**src/rtl/lru_pkg.sv**
```systemverilog
// Shared types and constants for the pseudo-LRU / round-robin replacement array.
package lru_pkg;

    typedef enum logic {
        POL_TREE = 1'b0,
        POL_RR   = 1'b1
    } policy_e;

    // Bit n set means WAYS = n is a supported associativity.
    localparam logic [16:0] LEGAL_WAYS = 17'h1_0114;

    function automatic bit ways_is_legal(input int unsigned ways);
        logic [4:0] idx;
        idx = ways[4:0];
        return (ways <= 16) && LEGAL_WAYS[idx];
    endfunction

endpackage

```
**src/rtl/plru_tree_logic.sv**
```systemverilog
// Combinational tree pseudo-LRU helpers: victim walk for one set, path update for another.
module plru_tree_logic #(
    parameter  int unsigned WAYS  = 4,
    localparam int unsigned WAY_W = $clog2(WAYS)
) (
    input  logic [WAYS-2:0]  i_tree_rd,
    output logic [WAY_W-1:0] o_victim,
    input  logic [WAYS-2:0]  i_tree_wr,
    input  logic [WAY_W-1:0] i_way,
    output logic [WAYS-2:0]  o_tree_upd
);

    // Padding to WAYS bits lets the node index be exactly WAY_W bits wide.
    logic [WAYS-1:0]  w_rd_pad;
    logic [WAYS-1:0]  w_upd_pad;
    logic [WAY_W-1:0] w_rd_node;
    logic             w_rd_dir;
    logic [WAY_W-1:0] w_up_node;
    logic             w_up_dir;
    logic             w_unused_pad;

    assign w_rd_pad = {1'b0, i_tree_rd};

    always_comb begin
        o_victim  = '0;
        w_rd_node = '0;
        w_rd_dir  = 1'b0;
        for (int l = 0; l < WAY_W; l++) begin
            w_rd_dir              = w_rd_pad[w_rd_node];
            o_victim[WAY_W-1-l]   = w_rd_dir;
            w_rd_node             = WAY_W'(2 * int'(w_rd_node) + 1 + int'(w_rd_dir));
        end
    end

    // Every node on the accessed way's path is pointed at the opposite subtree.
    always_comb begin
        w_upd_pad = {1'b0, i_tree_wr};
        w_up_node = '0;
        w_up_dir  = 1'b0;
        for (int l = 0; l < WAY_W; l++) begin
            w_up_dir             = i_way[WAY_W-1-l];
            w_upd_pad[w_up_node] = ~w_up_dir;
            w_up_node            = WAY_W'(2 * int'(w_up_node) + 1 + int'(w_up_dir));
        end
    end

    assign o_tree_upd   = w_upd_pad[WAYS-2:0];
    assign w_unused_pad = w_upd_pad[WAYS-1];

endmodule

```
**src/rtl/plru_policy_array.sv**
```systemverilog
// Per-set replacement state array with a one-cycle victim lookup and same-edge updates.
module plru_policy_array
    import lru_pkg::*;
#(
    parameter  int unsigned S_INDEX = 4,
    parameter  int unsigned WAYS    = 4,
    parameter  policy_e     POLICY  = POL_TREE,
    localparam int unsigned WAY_W   = $clog2(WAYS)
) (
    input  logic               clk0,
    input  logic               rst0_n,
    input  logic               lkp_valid,
    input  logic [S_INDEX-1:0] lkp_set,
    input  logic [WAYS-1:0]    lkp_inv_mask,
    input  logic               upd_valid,
    input  logic [S_INDEX-1:0] upd_set,
    input  logic [WAY_W-1:0]   upd_way,
    input  logic               upd_fill,
    output logic               vic_valid,
    output logic [WAY_W-1:0]   vic_way
);

    localparam int unsigned NUM_SETS = 2 ** S_INDEX;

    if (!ways_is_legal(WAYS)) begin : g_bad_ways
        $error("plru_policy_array: WAYS must be 2, 4, 8 or 16");
    end

    logic               r_lkp_valid;
    logic [S_INDEX-1:0] r_lkp_set;
    logic [WAYS-1:0]    r_lkp_mask;
    logic [WAY_W-1:0]   w_pol_way;
    logic [WAY_W-1:0]   w_inv_way;

    always_ff @(posedge clk0 or negedge rst0_n) begin
        if (!rst0_n) begin
            r_lkp_valid <= 1'b0;
            r_lkp_set   <= '0;
            r_lkp_mask  <= '0;
        end else begin
            r_lkp_valid <= lkp_valid;
            r_lkp_set   <= lkp_set;
            r_lkp_mask  <= lkp_inv_mask;
        end
    end

    // Descending scan so the lowest-indexed invalid way wins.
    always_comb begin
        w_inv_way = '0;
        for (int w = WAYS - 1; w >= 0; w--) begin
            if (r_lkp_mask[w]) begin
                w_inv_way = WAY_W'(w);
            end
        end
    end

    assign vic_valid = r_lkp_valid;
    assign vic_way   = !r_lkp_valid   ? '0        :
                       (|r_lkp_mask)  ? w_inv_way : w_pol_way;

    if (POLICY == POL_TREE) begin : g_tree
        logic [WAYS-2:0] r_tree [NUM_SETS];
        logic [WAYS-2:0] w_tree_upd;
        logic            w_unused_fill;

        assign w_unused_fill = upd_fill;

        plru_tree_logic #(
            .WAYS(WAYS)
        ) u_tree (
            .i_tree_rd  (r_tree[r_lkp_set]),
            .o_victim   (w_pol_way),
            .i_tree_wr  (r_tree[upd_set]),
            .i_way      (upd_way),
            .o_tree_upd (w_tree_upd)
        );

        always_ff @(posedge clk0 or negedge rst0_n) begin
            if (!rst0_n) begin
                for (int s = 0; s < NUM_SETS; s++) begin
                    r_tree[s] <= '0;
                end
            end else if (upd_valid) begin
                r_tree[upd_set] <= w_tree_upd;
            end
        end
    end else begin : g_rr
        logic [WAY_W-1:0] r_cnt [NUM_SETS];
        logic [WAY_W-1:0] w_unused_way;

        assign w_unused_way = upd_way;
        assign w_pol_way    = r_cnt[r_lkp_set];

        // WAYS is a power of two, so natural overflow gives the modulo wrap.
        always_ff @(posedge clk0 or negedge rst0_n) begin
            if (!rst0_n) begin
                for (int s = 0; s < NUM_SETS; s++) begin
                    r_cnt[s] <= '0;
                end
            end else if (upd_valid && upd_fill) begin
                r_cnt[upd_set] <= r_cnt[upd_set] + WAY_W'(1);
            end
        end
    end

endmodule

```
**config.mk**
```make
export PLATFORM = sky130hd
export DESIGN_NAME = plru_policy_array
export DESIGN_NICKNAME = d
export VERILOG_FILES = /design/src/rtl/lru_pkg.sv /design/src/rtl/plru_tree_logic.sv /design/src/rtl/plru_policy_array.sv
export SDC_FILE = /design/constraint.sdc
export NUM_CORES = 1
export LEC_CHECK = 0
export ABC_CLOCK_PERIOD_IN_PS = 4660
export CORE_MARGIN = 2
export CORE_UTILIZATION = 63
export CTS_CLUSTER_SIZE = 16
export DETAILED_ROUTE_END_ITERATION = 10
export GPL_TIMING_DRIVEN = 0
export PLACE_DENSITY = 0.88
export SLEW_MARGIN = 20
export SYNTH_ARGS = -nofsm -noshare
export SYNTH_HDL_FRONTEND = slang
export SYNTH_HIERARCHICAL = 1
export SYNTH_SLANG_ARGS = --single-unit
```
**constraint.sdc**
```tcl
create_clock -name clk0 -period 4.66 [get_ports clk0]
set_input_delay 1.165 -clock clk0 [delete_from_list [all_inputs] [get_ports clk0]]
set_output_delay 1.165 -clock clk0 [all_outputs]
set_load 0.02 [all_outputs]
```
======== After elaboration in Yosys (flattened, before gate mapping) ========
Index checks and enable logic that the tools add are counted.
storage, ports and cells
  flip-flop bits (word level) ............. 57
  bits in latches ......................... 0
  bits in writable memories ............... 0
  bits in read-only memories .............. 0
  input port bits ......................... 19
  output and inout bits ................... 3
  logic and storage cells ................. 54
  memories ................................ 0
operators by class
  $add $sub $neg .......................... 2
  multipliers ............................. 0
  div/mod/pow operators ................... 0
  magnitude comparators ................... 6
  equal/unequal tests ..................... 0
  shift-type cells ........................ 0
  muxes and demuxes ....................... 20
  bitwise operators ....................... 4
  reduce and logical (&&, ||, !) cells .... 3
operators with widths
  operator                                                           count
  bitwise mux 48 bit                                                 1
  binary-select mux 3 bit (select 4 bit)                             2
  2-to-1 mux 3 bit                                                   5
  demux 3 bit (select 4 bit)                                         1
  2-to-1 mux 2 bit                                                   6
  greater-or-equal comparator 5 bit, second input constant           2
  inverter 4 -> 5 bit                                                2
  < comparator 2 x 3 -> 1 bit, second input constant                 2
  < comparator 5 x 1 -> 1 bit, second input constant                 1
  adder 1 x 1 -> 2 bit, first input constant                         2
  bitwise mux 4 bit                                                  1
  OR reduction 4 bit                                                 1
  binary-select mux 1 bit (select 2 bit)                             1
  demux 1 bit (select 2 bit)                                         1
  greater-or-equal comparator 2 x 1 -> 1 bit, second input constant  1
  logical AND 1 bit                                                  2
  2-to-1 mux 1 bit                                                   2
  inverter 1 bit                                                     2

======== Longest topological paths before layout ========
  word-level depth ........................ 9
  mapped depth ............................ 9
  depth with buffers taken out ............ 7

======== Hierarchy ========
Netlist, hierarchy kept.
modules (own cells, without submodules)
  module             instances  cells each  area each (um^2)  sequential area each (um^2)
  plru_policy_array  1          199         2957.8            1426.4
  plru_tree_logic    1          8           53.8              0.0

======== Worst setup path after synthesis ========
Ideal clock, no wire load.
  kind .................................... reg-to-output
  start point ............................. reg r_lkp_set[0]
  end point ............................... out vic_way[0]
  arrival time ............................ 2132 ps
  required time ........................... 3495 ps
  path slack .............................. 1363 ps
  cell stages (with the launch flop) ...... 10
  path buffers ............................ 2
  cell sequence ........................... dfrtp_1 -> buf_6 -> mux4_2 -> a22oi_1 -> nand3_1 -> mux2_4 -> buf_4 -> nor2_1 -> o21bai_1 -> and3b_1
on the way
  cells in the longest elaborated chain, start to end .. 9
RTL lines
  what                                                      line                     source
  start: declaration                                        plru_policy_array.sv:30  logic [S_INDEX-1:0] r_lkp_set;
  start signal: assignment                                  plru_policy_array.sv:42  r_lkp_set <= lkp_set;
  inverter 4 -> 5 bit (implied by the code) (*)             plru_policy_array.sv:71  .i_tree_rd (r_tree[r_lkp_set]),
  binary-select mux 3 bit (select 4 bit) (*)                plru_policy_array.sv:71
  2-to-1 mux 3 bit (implied by the code) (*) (2 in series)  plru_policy_array.sv:71
  adder 1 x 1 -> 2 bit                                      plru_tree_logic.sv:31    w_rd_node = WAY_W'(2 * int'(w_rd_node) + 1 + int'(w_rd_dir));
  binary-select mux 1 bit (select 2 bit) (*)                plru_tree_logic.sv:29    w_rd_dir = w_rd_pad[w_rd_node];
  2-to-1 mux 1 bit (implied by the code) (*)                plru_tree_logic.sv:29
  net g_tree.u_tree.w_rd_dir                                plru_tree_logic.sv:17    logic w_rd_dir;
  2-to-1 mux 2 bit (*)                                      plru_policy_array.sv:59  (|r_lkp_mask) ? w_inv_way : w_pol_way;
  2-to-1 mux 2 bit (*)                                      plru_policy_array.sv:58  assign vic_way = !r_lkp_valid ? '0 :
  end: declaration                                          plru_policy_array.sv:20  output logic [WAY_W-1:0] vic_way
Mark *: on every way through the listed nets, which the timed path passes. The rest lies on a longest branch. The select of a mux whose other input is x is not followed.

======== Worst setup path after layout ========
Ends and elaborated chain as after synthesis.

==> qor.yml <==
outcome:
  run_status: "finished clean"
placement:
  gpl.final_weighted_congestion: 0.898
  buffer_ports.inserted: 17
  post-dp-hpwl_um: 4240
pwr:
  internal_power_summed_over_all_cells_uw: 1200
  pwr_density_cell_nw_per_um2: 481
  swShare_pct: 25.7
  power.net_switching_uw: 416
  power.share.sequential_pct: 43.7
  power_leakage_uw: 0.00145
  ir_worst_vdd_mv: 0.359
  combPwrFrac_pct: 21.5
  share_clk_of_total_power_pct: 34.8
synth:
  yosysWarnings: 6
  post_syn_instances: 199
  synthesized_area_per_cell_um2: 14.5
  syn-num-nets: 218
  netlist_area_um2: 2890
worst_setup_path:
  slowest_stage: "mux4_2"
  criticalPathCategory: "flop to output port"
  crit_arrival_ns: 3.17
  crit_path_max_incr_delay_ns: 0.53
  end_kind: "output port"
  path_max_fanout: 10
  rrSetupSlack_ns: 2.41
  end_of_the_worst_register_to_register_path: "g_tree.r_tree[37]"
  timing.critical_path.required_ns: 3.49
  depth_of_the_most_critical_reg_to_reg_path: 7
  critical_path_startpoint_category: "flop"
  path_cells: "buf_6 -> mux4_2 -> a22oi_1 -> nand3_1 -> mux2_4 -> buf_4 -> nor2_1 -> o21bai_1 -> and3b_1 -> clkdlybuf4s50_1"
  regToRegStartpoint: "g_tree.r_tree[46]"
cells_and_area:
  post-route-util_pct: 76.8
  antenna_cells_inserted: 0
  drive_gt1_share_pct: 40.1
  flow.area_growth_from_synthesis_pct: 16.5
  finish.net_count: 246
floorplan:
  start_util_pct: 65.9
  die_height_um: 71.7
  dieWidth_um: 71.7
  floorplan.die_area_um2: 5140
  number_of_primary_i_o_pins: 22
  core_area_um2: 4380
  placement_rows: 24
grt:
  global_route_wire_length_before_repair_um: 10600
  antenna_found_initial: 0
  grt_use_total_pct: 28.6
  grt_start_max_net_pins: 58
  grt_overflow_total: 0
  grt_pass1_vias: 1976
sta:
  min_period_ns: 4.34
  rsz0062_at_grt: "false"
  setup_viol: 0
  report.final.hold_viol_count: 0
  achievable-frequency_ghz: 0.231
  timing.final.crit_share_pct: 93.0
  slew_headroom_pct: 52.9
  timing.final.max_slew_violations: 0
  worst_slew_pin_slew_ns: 0.706
  skew_ns: 0.00906
  finalSetupTns_ns: 0
cts:
  cts.repair_timing.setup_buffer_count: 0
  clock_path_buffers: 2
  clock-root-buffer: "clkbuf_8"
  numCtsBuffers: 9
  clock_latency_on_the_worst_skew_pair_ns: 0.34
  holdBufCountCts: 0
  tritoncts: "done"
  path_clk_slew_ns: 0.06
  numClockSinks: 57
  postCtsResizedCells: 0
  cts-htree-levels: 3
routing:
  drt_first_iter_violations: 215
  drt_first_pass_iters: 5
  drt.antenna.violating_nets: 0
  vias_per_cell: 6.61
  wire_length_reported_by_the_detailed_router_um: 6330
  drc: 0
  vias: 1877
  wire_per_inst_um: 22.3
hold_path:
  hold-path-endpoint: "g_tree.r_tree[30]"
  worst_hold_path.num_cells: 1
  holdCritStartpoint: "g_tree.r_tree[30]"
  worstHoldPathType: "flop to flop"
flow_run:
  max-cap-violations: 0
[metrics by stage]
stage	std cells	area [um2]	hold slack, ns	setup WS [ns]	total power [uW]
3_5_place_dp	268	3120	0.472	0.516	1050
4_1_cts	284	3360	0.506	0.145	1620
5_1_grt	284	3370	0.530	0.144	1690
6_report	284	3370	0.510	0.325	1620
2_1_floorplan	199	2890	0.452	1.36	943
3_3_place_gp	268	3120	0.471	0.617	1020
[critical path: cells and delay by family (launching register included)]
family,cells,cell delay (ns)
buffers and inverters,3,0.88
muxes,2,0.86
DFF,1,0.43
and+or+nand+nor,3,0.42
AOI/OAI and AO/OA,2,0.25
[layout by cell type (no fill, tap or decap), types with 2 or more instances in the layout]
cell type and instances:
dfrtp_1 57, mux2_2 45, mux4_2 16, clkdlybuf4s50_1 16, nor2_1 14, nand3_1 11, clkbuf_8 10, nand2_1 7
nor2b_1 5, a22oi_1 5, nand2b_1 5, buf_4 4, mux4_1 4, buf_2 3, clkbuf_1 3, mux2_1 3
clkinv_2 3, bufinv_16 3, buf_6 2, or3_4 2, a21oi_1 2
[routing by layer]
layer | part of all wire [%] | global-route usage (%)
met1 | 42 | 38.3
met2 | 49 | 45.2
met3 | 5.5 | 5.63
met4 | 3.0 | 14.0
met5 | 0 | 0
[power groups by stage]
stage	Clock (uW)	Combinational (uW)	Sequential [uW]
floorplan	0	268	675
global placement	0	327	692
detailed placement	0	345	705
CTS	569	349	704
global route	595	375	721
finish	563	348	707
[how the worst max path moves through the flow]
stage | startpoint | end | slack [ns] | depth (start not counted)
after global routing | r_lkp_set[0] | vic_way[0] | 0.14 | 10
final | r_lkp_set[0] | vic_way[0] | 0.32 | 10
after global placement | r_lkp_set[1] | vic_way[0] | 0.62 | 10
after detailed placement | r_lkp_set[1] | vic_way[0] | 0.52 | 10
after floorplan | r_lkp_set[0] | vic_way[0] | 1.36 | 9
after CTS | r_lkp_set[1] | vic_way[0] | 0.14 | 10
[sequential cells by signal, indices dropped and copies added (netlist names)]
| name | count |
|---|---|
| vic_valid | 1 |
| r_lkp_set | 4 |
| r_lkp_mask | 4 |
| g_tree.r_tree | 48 |
[layout make-up]
class                           count  area, um2
Tap cell                           52       65.1
Multi-Input combinational cell    128       1360
Buffer                             13       96.3
Fill cell                         265       1020
Timing Repair Buffer               17        168
Clock buffer                       10        138
Sequential cell                    57       1430
Clock inverter                      6        105
Inverter                            1       3.75
No activity file was read; power rests on OpenSTA's default activity.
